**src/rtl/mem_stage_lsu.sv**
```systemverilog
// MEM-stage load/store unit: decodes loads/stores, drives a req/ack data
// memory handshake, aligns store lanes and formats load data for MEM/WB.
module mem_stage_lsu #(
   parameter int size = 32
) (
   input  logic            clk,
   input  logic            reset,
   input  logic [size-1:0] instruction_MEM_in,
   input  logic            valid_MEM_in,
   input  logic [size-1:0] ALU_out_MEM_in,
   input  logic [size-1:0] data2_MEM_in,
   output logic            dmem_req,
   output logic            dmem_we,
   output logic [size-1:0] dmem_addr,
   output logic [3:0]      dmem_be,
   output logic [size-1:0] dmem_wdata,
   input  logic [size-1:0] dmem_rdata,
   input  logic            dmem_ack,
   output logic [size-1:0] DMEM_out_MEM,
   output logic            mem_stall,
   output logic            mem_exc
);

   localparam logic [6:0] OP_LOAD  = 7'b0000011;
   localparam logic [6:0] OP_STORE = 7'b0100011;

   typedef enum logic [1:0] {
      S_IDLE,
      S_REQ,
      S_DONE
   } state_t;

   state_t          r_state;
   logic            r_req;
   logic            r_we;
   logic [size-1:0] r_addr;
   logic [3:0]      r_be;
   logic [size-1:0] r_wdata;
   logic [size-1:0] r_dout;
   logic [2:0]      r_f3;
   logic [1:0]      r_lo;

   logic [6:0]      w_opc;
   logic [2:0]      w_f3;
   logic [1:0]      w_lo;
   logic            w_is_ld;
   logic            w_is_st;
   logic            w_bad_f3;
   logic            w_misal;
   logic            w_idle;
   logic            w_go;
   logic [3:0]      w_be;
   logic [size-1:0] w_wdata;
   logic [7:0]      w_byte;
   logic [15:0]     w_half;
   logic [size-1:0] w_fmt;
   logic            w_unused;

   assign w_opc    = instruction_MEM_in[6:0];
   assign w_f3     = instruction_MEM_in[14:12];
   assign w_lo     = ALU_out_MEM_in[1:0];
   assign w_unused = ^{instruction_MEM_in[size-1:15],
                       instruction_MEM_in[11:7]};

   assign w_is_ld = valid_MEM_in && (w_opc == OP_LOAD);
   assign w_is_st = valid_MEM_in && (w_opc == OP_STORE);
   assign w_idle  = (r_state == S_IDLE);

   always_comb begin
      w_bad_f3 = 1'b0;
      w_misal  = 1'b0;
      if (w_is_ld) begin
         case (w_f3)
            3'd0, 3'd1, 3'd2, 3'd4, 3'd5: w_bad_f3 = 1'b0;
            default:                      w_bad_f3 = 1'b1;
         endcase
      end
      if (w_is_st) begin
         w_bad_f3 = (w_f3 > 3'd2);
      end
      // Access width comes from funct3[1:0]: 01 half, 10 word
      if (w_is_ld || w_is_st) begin
         case (w_f3[1:0])
            2'b01:   w_misal = w_lo[0];
            2'b10:   w_misal = (w_lo != 2'b00);
            default: w_misal = 1'b0;
         endcase
      end
   end

   assign w_go = w_idle && (w_is_ld || w_is_st) && !w_bad_f3 && !w_misal;

   assign mem_exc   = reset && w_idle && (w_is_ld || w_is_st)
                      && (w_bad_f3 || w_misal);
   assign mem_stall = reset && (w_go || (r_state == S_REQ));

   always_comb begin
      w_be    = 4'b1111;
      w_wdata = data2_MEM_in;
      if (w_is_st) begin
         case (w_f3[1:0])
            2'b00: begin
               w_be    = 4'b0001 << w_lo;
               w_wdata = {4{data2_MEM_in[7:0]}};
            end
            2'b01: begin
               w_be    = 4'b0011 << {w_lo[1], 1'b0};
               w_wdata = {2{data2_MEM_in[15:0]}};
            end
            default: begin
               w_be    = 4'b1111;
               w_wdata = data2_MEM_in;
            end
         endcase
      end
   end

   always_comb begin
      case (r_lo)
         2'd0:    w_byte = dmem_rdata[7:0];
         2'd1:    w_byte = dmem_rdata[15:8];
         2'd2:    w_byte = dmem_rdata[23:16];
         default: w_byte = dmem_rdata[31:24];
      endcase
      w_half = r_lo[1] ? dmem_rdata[31:16] : dmem_rdata[15:0];
      case (r_f3)
         3'd0:    w_fmt = {{24{w_byte[7]}}, w_byte};
         3'd1:    w_fmt = {{16{w_half[15]}}, w_half};
         3'd4:    w_fmt = {24'd0, w_byte};
         3'd5:    w_fmt = {16'd0, w_half};
         default: w_fmt = dmem_rdata;
      endcase
   end

   always_ff @(posedge clk or negedge reset) begin
      if (!reset) begin
         r_state <= S_IDLE;
         r_req   <= 1'b0;
         r_we    <= 1'b0;
         r_addr  <= '0;
         r_be    <= 4'b0000;
         r_wdata <= '0;
         r_dout  <= '0;
         r_f3    <= 3'd0;
         r_lo    <= 2'd0;
      end else begin
         unique case (r_state)
            S_IDLE: begin
               if (w_go) begin
                  r_state <= S_REQ;
                  r_req   <= 1'b1;
                  r_we    <= w_is_st;
                  r_addr  <= {ALU_out_MEM_in[size-1:2], 2'b00};
                  r_be    <= w_be;
                  r_wdata <= w_wdata;
                  r_f3    <= w_f3;
                  r_lo    <= w_lo;
               end
            end
            S_REQ: begin
               if (dmem_ack) begin
                  r_state <= S_DONE;
                  r_req   <= 1'b0;
                  if (!r_we) r_dout <= w_fmt;
               end
            end
            S_DONE: r_state <= S_IDLE;
            default: r_state <= S_IDLE;
         endcase
      end
   end

   assign dmem_req     = r_req;
   assign dmem_we      = r_we;
   assign dmem_addr    = r_addr;
   assign dmem_be      = r_be;
   assign dmem_wdata   = r_wdata;
   assign DMEM_out_MEM = r_dout;

endmodule

```
**config.mk**
```make
export PLATFORM = sky130hd
export DESIGN_NAME = mem_stage_lsu
export DESIGN_NICKNAME = d
export VERILOG_FILES = /design/src/rtl/mem_stage_lsu.sv
export SDC_FILE = /design/constraint.sdc
export NUM_CORES = 1
export LEC_CHECK = 0
export ABC_AREA = 1
export CORE_MARGIN = 2
export CORE_UTILIZATION = 39
export DETAILED_ROUTE_END_ITERATION = 12
export PLACE_DENSITY = 0.73
export SYNTH_ARGS = -nofsm -noshare
export SYNTH_HDL_FRONTEND = slang
export SYNTH_SLANG_ARGS = --single-unit
```
**constraint.sdc**
```tcl
create_clock -name clk -period 2.3 [get_ports clk]
set_clock_uncertainty 0.1 [all_clocks]
set_input_delay 0.46 -clock clk [delete_from_list [all_inputs] [get_ports clk]]
set_output_delay 0.46 -clock clk [all_outputs]
set_load 0.01 [all_outputs]
```
### After elaboration in Yosys (flattened, before gate mapping)

Index checks and enable logic that the tools add are counted.

| word-level totals | value |
|---|---|
| output and inout port bits | 104 |
| register bits | 107 |
| logic and storage cells | 73 |
| bits of input ports | 132 |

| cells by class | value |
|---|---|
| equal/unequal tests | 16 |
| bitwise logic cells | 1 |
| mux-type cells | 18 |
| reductions and logical operators | 26 |
| order comparisons | 1 |
| shift operators | 2 |

Operator list:

| cell | count |
|---|---|
| 32-bit case mux with 4 select lines | 1 |
| 32-bit case mux with 2 select lines | 1 |
| 32-bit two-way mux | 1 |
| 8-bit case mux with 3 select lines | 1 |
| 16-bit two-way mux | 1 |
| 3-bit == test, second input constant | 4 |
| 1-bit logical AND | 9 |
| 4-bit case mux with 2 select lines | 1 |
| 7-bit by 2-bit == test with 1-bit output, second input constant | 1 |
| 7-bit by 6-bit == test with 1-bit output, second input constant | 1 |
| 2-bit by 1-bit == test with 1-bit output, second input constant | 3 |
| 3-bit by 1-bit == test with 1-bit output, second input constant | 2 |
| 2-bit logical NOT | 3 |
| 3-bit logical NOT | 2 |
| 1-bit two-way mux | 6 |
| 3-bit AND reduction | 2 |
| 5-bit OR reduction | 1 |
| 2-bit == test, second input constant | 2 |
| 2-bit two-way mux | 2 |
| 4-bit two-way mux | 1 |
| 1-bit case mux with 2 select lines | 2 |
| 2-bit case mux with 2 select lines | 1 |
| 2-bit AND reduction | 2 |
| 2-bit nonzero test | 2 |
| 9 further kinds | 12 |

### Depth between registers and ports, before layout

| logic depth | value |
|---|---|
| depth after elaboration | 10 |
| depth in mapped cells | 14 |
| depth with buffers taken out | 12 |

### Worst setup path after synthesis

OpenSTA, ideal clock, no wires.

| timing | value |
|---|---|
| kind | input-to-output |
| from | in instruction_MEM_in[13] |
| to | out mem_stall |
| path buffers | 3 |
| slack | -0.088 ns |
| data arrival time | 1.828 ns |
| data required time | 1.740 ns |
| cell stages on the path | 13 |
| cells stage by stage | inv_1 ha_1 buf_2 nand2_1 nand2_1 nor2_1 nand2_1 nand2_1 nor2_4 nand2_1 buf_6 buf_6 a21oi_2 |

| between the ends | value |
|---|---|
| word-level cells in the longest chain between the ends | 10 |
| elaborated cells on any way between the ends | 20 |
| those cells by class | order compare: 1; eq/ne: 6; mux: 5; reduce/logical: 8 |

Ends and longest elaborated chain:

| item | line | RTL |
|---|---|---|
| start: declaration | 8 | `input logic [size-1:0] instruction_MEM_in,` |
| 3-bit by 1-bit == test with 1-bit output (tied with other cells) | 73 | `case (w_f3)` |
| 5-bit OR reduction | 73 |  |
| 1-bit two-way mux | 73 |  |
| 1-bit two-way mux | 72 | `if (w_is_ld) begin` |
| 1-bit two-way mux | 78 | `if (w_is_st) begin` |
| 1-bit logical NOT | 91 | `assign w_go = w_idle && (w_is_ld \|\| w_is_st) && !w_bad_f3 && !w_misal;` |
| 1-bit logical AND | 91 |  |
| 1-bit logical AND * | 91 |  |
| 1-bit logical OR * | 95 | `assign mem_stall = reset && (w_go \|\| (r_state == S_REQ));` |
| 1-bit logical AND * | 95 |  |
| end: declaration | 20 | `output logic mem_stall,` |

Every way passes the cells marked *; elsewhere a longest branch is shown, timed or not.

### Final worst setup path

| timing | value |
|---|---|
| from | in instruction_MEM_in[13] |
| to | out mem_exc |

| between the ends | value |
|---|---|
| word-level cells in the longest chain between the ends | 7 |
| elaborated cells on any way between the ends | 16 |
| those cells by class | order compare: 1; eq/ne: 6; mux: 5; reduce/logical: 4 |

Ends and longest elaborated chain:

| item | line | RTL |
|---|---|---|
| 3-bit by 1-bit == test with 1-bit output (tied with other cells) | 73 |  |
| 5-bit OR reduction | 73 |  |
| 1-bit two-way mux | 73 |  |
| 1-bit two-way mux | 72 |  |
| 1-bit two-way mux | 78 |  |
| 1-bit logical OR * | 94 | `&& (w_bad_f3 \|\| w_misal);` |
| 1-bit logical AND * | 94 |  |
| end: declaration | 21 | `output logic mem_exc` |

Marks and branches as above.

==> metrics.cfg <==
[outcome]
status = complete, no violations

[job]
drv_cap = 0

[placed_design]
dp_hpwl_um = 12300
portBuffers = 211
globalplace.congestion = 0.913

[worst_hold_path]
holdCritPathClass = in2async

[power]
swShare_pct = 30.7
intPower_uw = 4170
finalPower_uw = 6020
pwr-share-seq_pct = 40.4
peakVddDrop_v = 0.000334
p_leak_uw = 0.00409
power_frac_comb_pct = 32.0
p_per_area_mw_per_mm2 = 715
clock_power_share_pct = 27.6
switchingPower_uw = 1850

[yosys]
synthXorXnorAreaFrac_pct = 0
ys_async_sr_fraction_pct = 100
syn_inst = 746
muxShareOfSynthArea_pct = 0
ys_ff_latch = 107
synth_top_family_by_area = simple AND/OR/NAND/NOR gates
synth_top_area_share_pct = 48.2
synth.most_common_cell = nand2_1
synth_area_mm2 = 0.00556
seq_area_frac_synth_pct = 48.2
synth_compound_area_share_pct = 13.4
synth_simple_gate_area_share_pct = 29.1
yosys-top-cells-area = dfrtp_1 (48%), nand2_1 (22%), o21ai_0 (5.3%), inv_1 (3.9%), nor2_1 (3.2%)
synth_area_leader_cell = dfrtp_1
ys_top_cells_by_count = nand2_1 (320), dfrtp_1 (107), o21ai_0 (59), inv_1 (58), nor2_1 (48)
yosysWarnings = 0
ys.flop_type = dfrtp_1
synth_edf_count = 0
netlist-cell-type-count = 34
synth_fa_ha_area_share_pct = 0.901
syn_avg_cell_area_um2 = 7.45

[setup_path]
crit_type = in2out
arrival_ps = 1700
regToRegSetupSlack_ps = 320
rr_worst_depth = 7
worstPathRequired_ps = 1740
r2r_start = r_state[1]
rr_endpoint = dmem_addr[8]
start_kind = input pin
cp_max_fo = 4
end_kind = output port

[cts]
cts.sink_count = 107
clk_latency_ps = 350
numCtsBuffers = 9
cts_tree = yes
clk_path_buf_depth = 2
cts_root_buffer = clkbuf_16
ctsHtreeMaxLevel = 3
clk_pin_slew_ps = 80
hold_buffers = 0

[timing]
rsz0062_at_grt = true
maxClockFrequency_ghz = 0.443
worst_pin_slew_ps = 937
relSlewSlack_pct = 37.5
setup_violations = 0
finalHoldViolCount = 0
min_period_ps = 2260
final_max_slew_viol_count = 0
final.period_utilization_pct = 98.2

[die]
fp-row-count = 43
core_mm2 = 0.0139
start_util_pct = 40.0
die_area_mm2 = 0.0152
io_pins = 236
die_w_um = 123
fp.dieH_um = 123

[routing]
routed_via_density = 4.88
drtPass1Iterations = 5
drt-total-wl_um = 18100
route.detailed.drc = 0
first_iter_violations = 416
drt-wirelength-per-cell_um = 15.7
ant_nets = 0
vias = 5630

[cells_and_area]
nNetsFinal = 1104
diodes = 0
synthToLayoutAreaGrowth_pct = 51.6
fin_util_pct = 60.7
drive_above_1_share_pct = 9.76

[global_routing]
grtUsageTotal_pct = 23.7
grt_pass1_vias = 5366
grt-ovfl-total = 0
grt_pass1_wl_um = 27700
antenna_found_initial = 0
grt_max_degree = 74

final cells by class:
cell class / instances / area (um2)
fill: 1282 / 5460
sequential: 107 / 2680
multi-input combinational: 541 / 2560
timing repair buffer: 249 / 2400
clock buffer: 10 / 239
inverter: 60 / 229
tap: 180 / 225
clock inverter: 6 / 83.8
cells in the final DEF, fill, tap and decap left out, types with 8 or more instances in the layout:
master           synthesis  final
nand2_1                320    310
clkdlybuf4s50_1          0    197
dfrtp_1                107    107
o21ai_0                 59     58
inv_1                   58     53
nor2_1                  48     46
buf_4                    2     37
nand3_1                 26     26
o21bai_1                16     16
o211ai_1                14     14
a21oi_1                 11     11
nand2_2                  2      9
clkbuf_16                0      9
o21ai_1                  7      8
flip-flops by register name, summed over array words and instances, names as in the netlist:
register      cells
DMEM_out_MEM     32
dmem_addr        30
dmem_be           4
dmem_req          1
dmem_wdata       32
dmem_we           1
r_f3              3
r_lo              2
r_state           2
power groups by stage:
stage | sequential (uW) | clock, uW | combinational (uW)
floorplan | 2600 | 0 | 634
global placement | 2460 | 0 | 1900
detailed placement | 2460 | 0 | 1920
CTS | 2430 | 1710 | 1940
global route | 2470 | 1780 | 2110
finish | 2430 | 1660 | 1920
timing repair:
| item | CTS | global route |
|---|---|---|
| pin swaps | 14 | 14 |
| gates resized for setup | 52 | 15 |
| setup buffers | 5 | 2 |
| setup endpoints to repair | 75 | 75 |
| cloned | 1 | 2 |
layer usage:
layer	track usage [%]	wire [um]	vias to the layer above	part of all wire, %
met3	6.87	1590	24	8.8
met5	0	0	-	0
li1	-	-	2791	-
met1	29.7	7520	2612	42
met2	38.9	8590	203	48
met4	8.59	362	0	2.0
worst max-delay path: stages:
cell        delay (ps)
buf_8               80
clkinvlp_4         160
ha_4               210
nand2_2             70
nand2_2             50
nor2_1              80
nand2_1             70
nand2_2            100
inv_2               40
nand2_2             60
nor3b_4            180
buf_6              130
worst max path at each step:
stage                    endpoint                    from  slack [ps]  cells past startpoint
detailed placement  dmem_addr[23]  instruction_MEM_in[13]       -1050                     12
global placement    dmem_wdata[1]  instruction_MEM_in[13]       -1000                     12
CTS                       mem_exc  instruction_MEM_in[13]          20                     12
finish                    mem_exc  instruction_MEM_in[13]          40                     12
floorplan               mem_stall  instruction_MEM_in[13]           7                     10
global route              mem_exc  instruction_MEM_in[13]         -70                     12
per-stage QoR:
stage	hold slack [ps]	area [um2]	worst slack, ps	TNS (ps)	std cells
final	62.6	8420	40.4	0	1153
after CTS	78.0	8360	17.9	0	1149
after floorplan	64.4	5570	6.73	0	747
after global routing	102	8420	-70.0	-70.0	1153
after global placement	357	7910	-999	-63030	1127
after detailed placement	363	7910	-1050	-66340	1127
cell families (layout without fill, tap and decap cells):
group | Yosys count | after routing
buffers and inverters | 102 | 325
AND/OR/NAND/NOR | 408 | 411
flip-flops | 107 | 107
other | 1 | 2
adder cells (fa/ha/maj) | 4 | 4
AO/OA/AOI/OAI | 124 | 124
(Power assumes the default switching activity.)
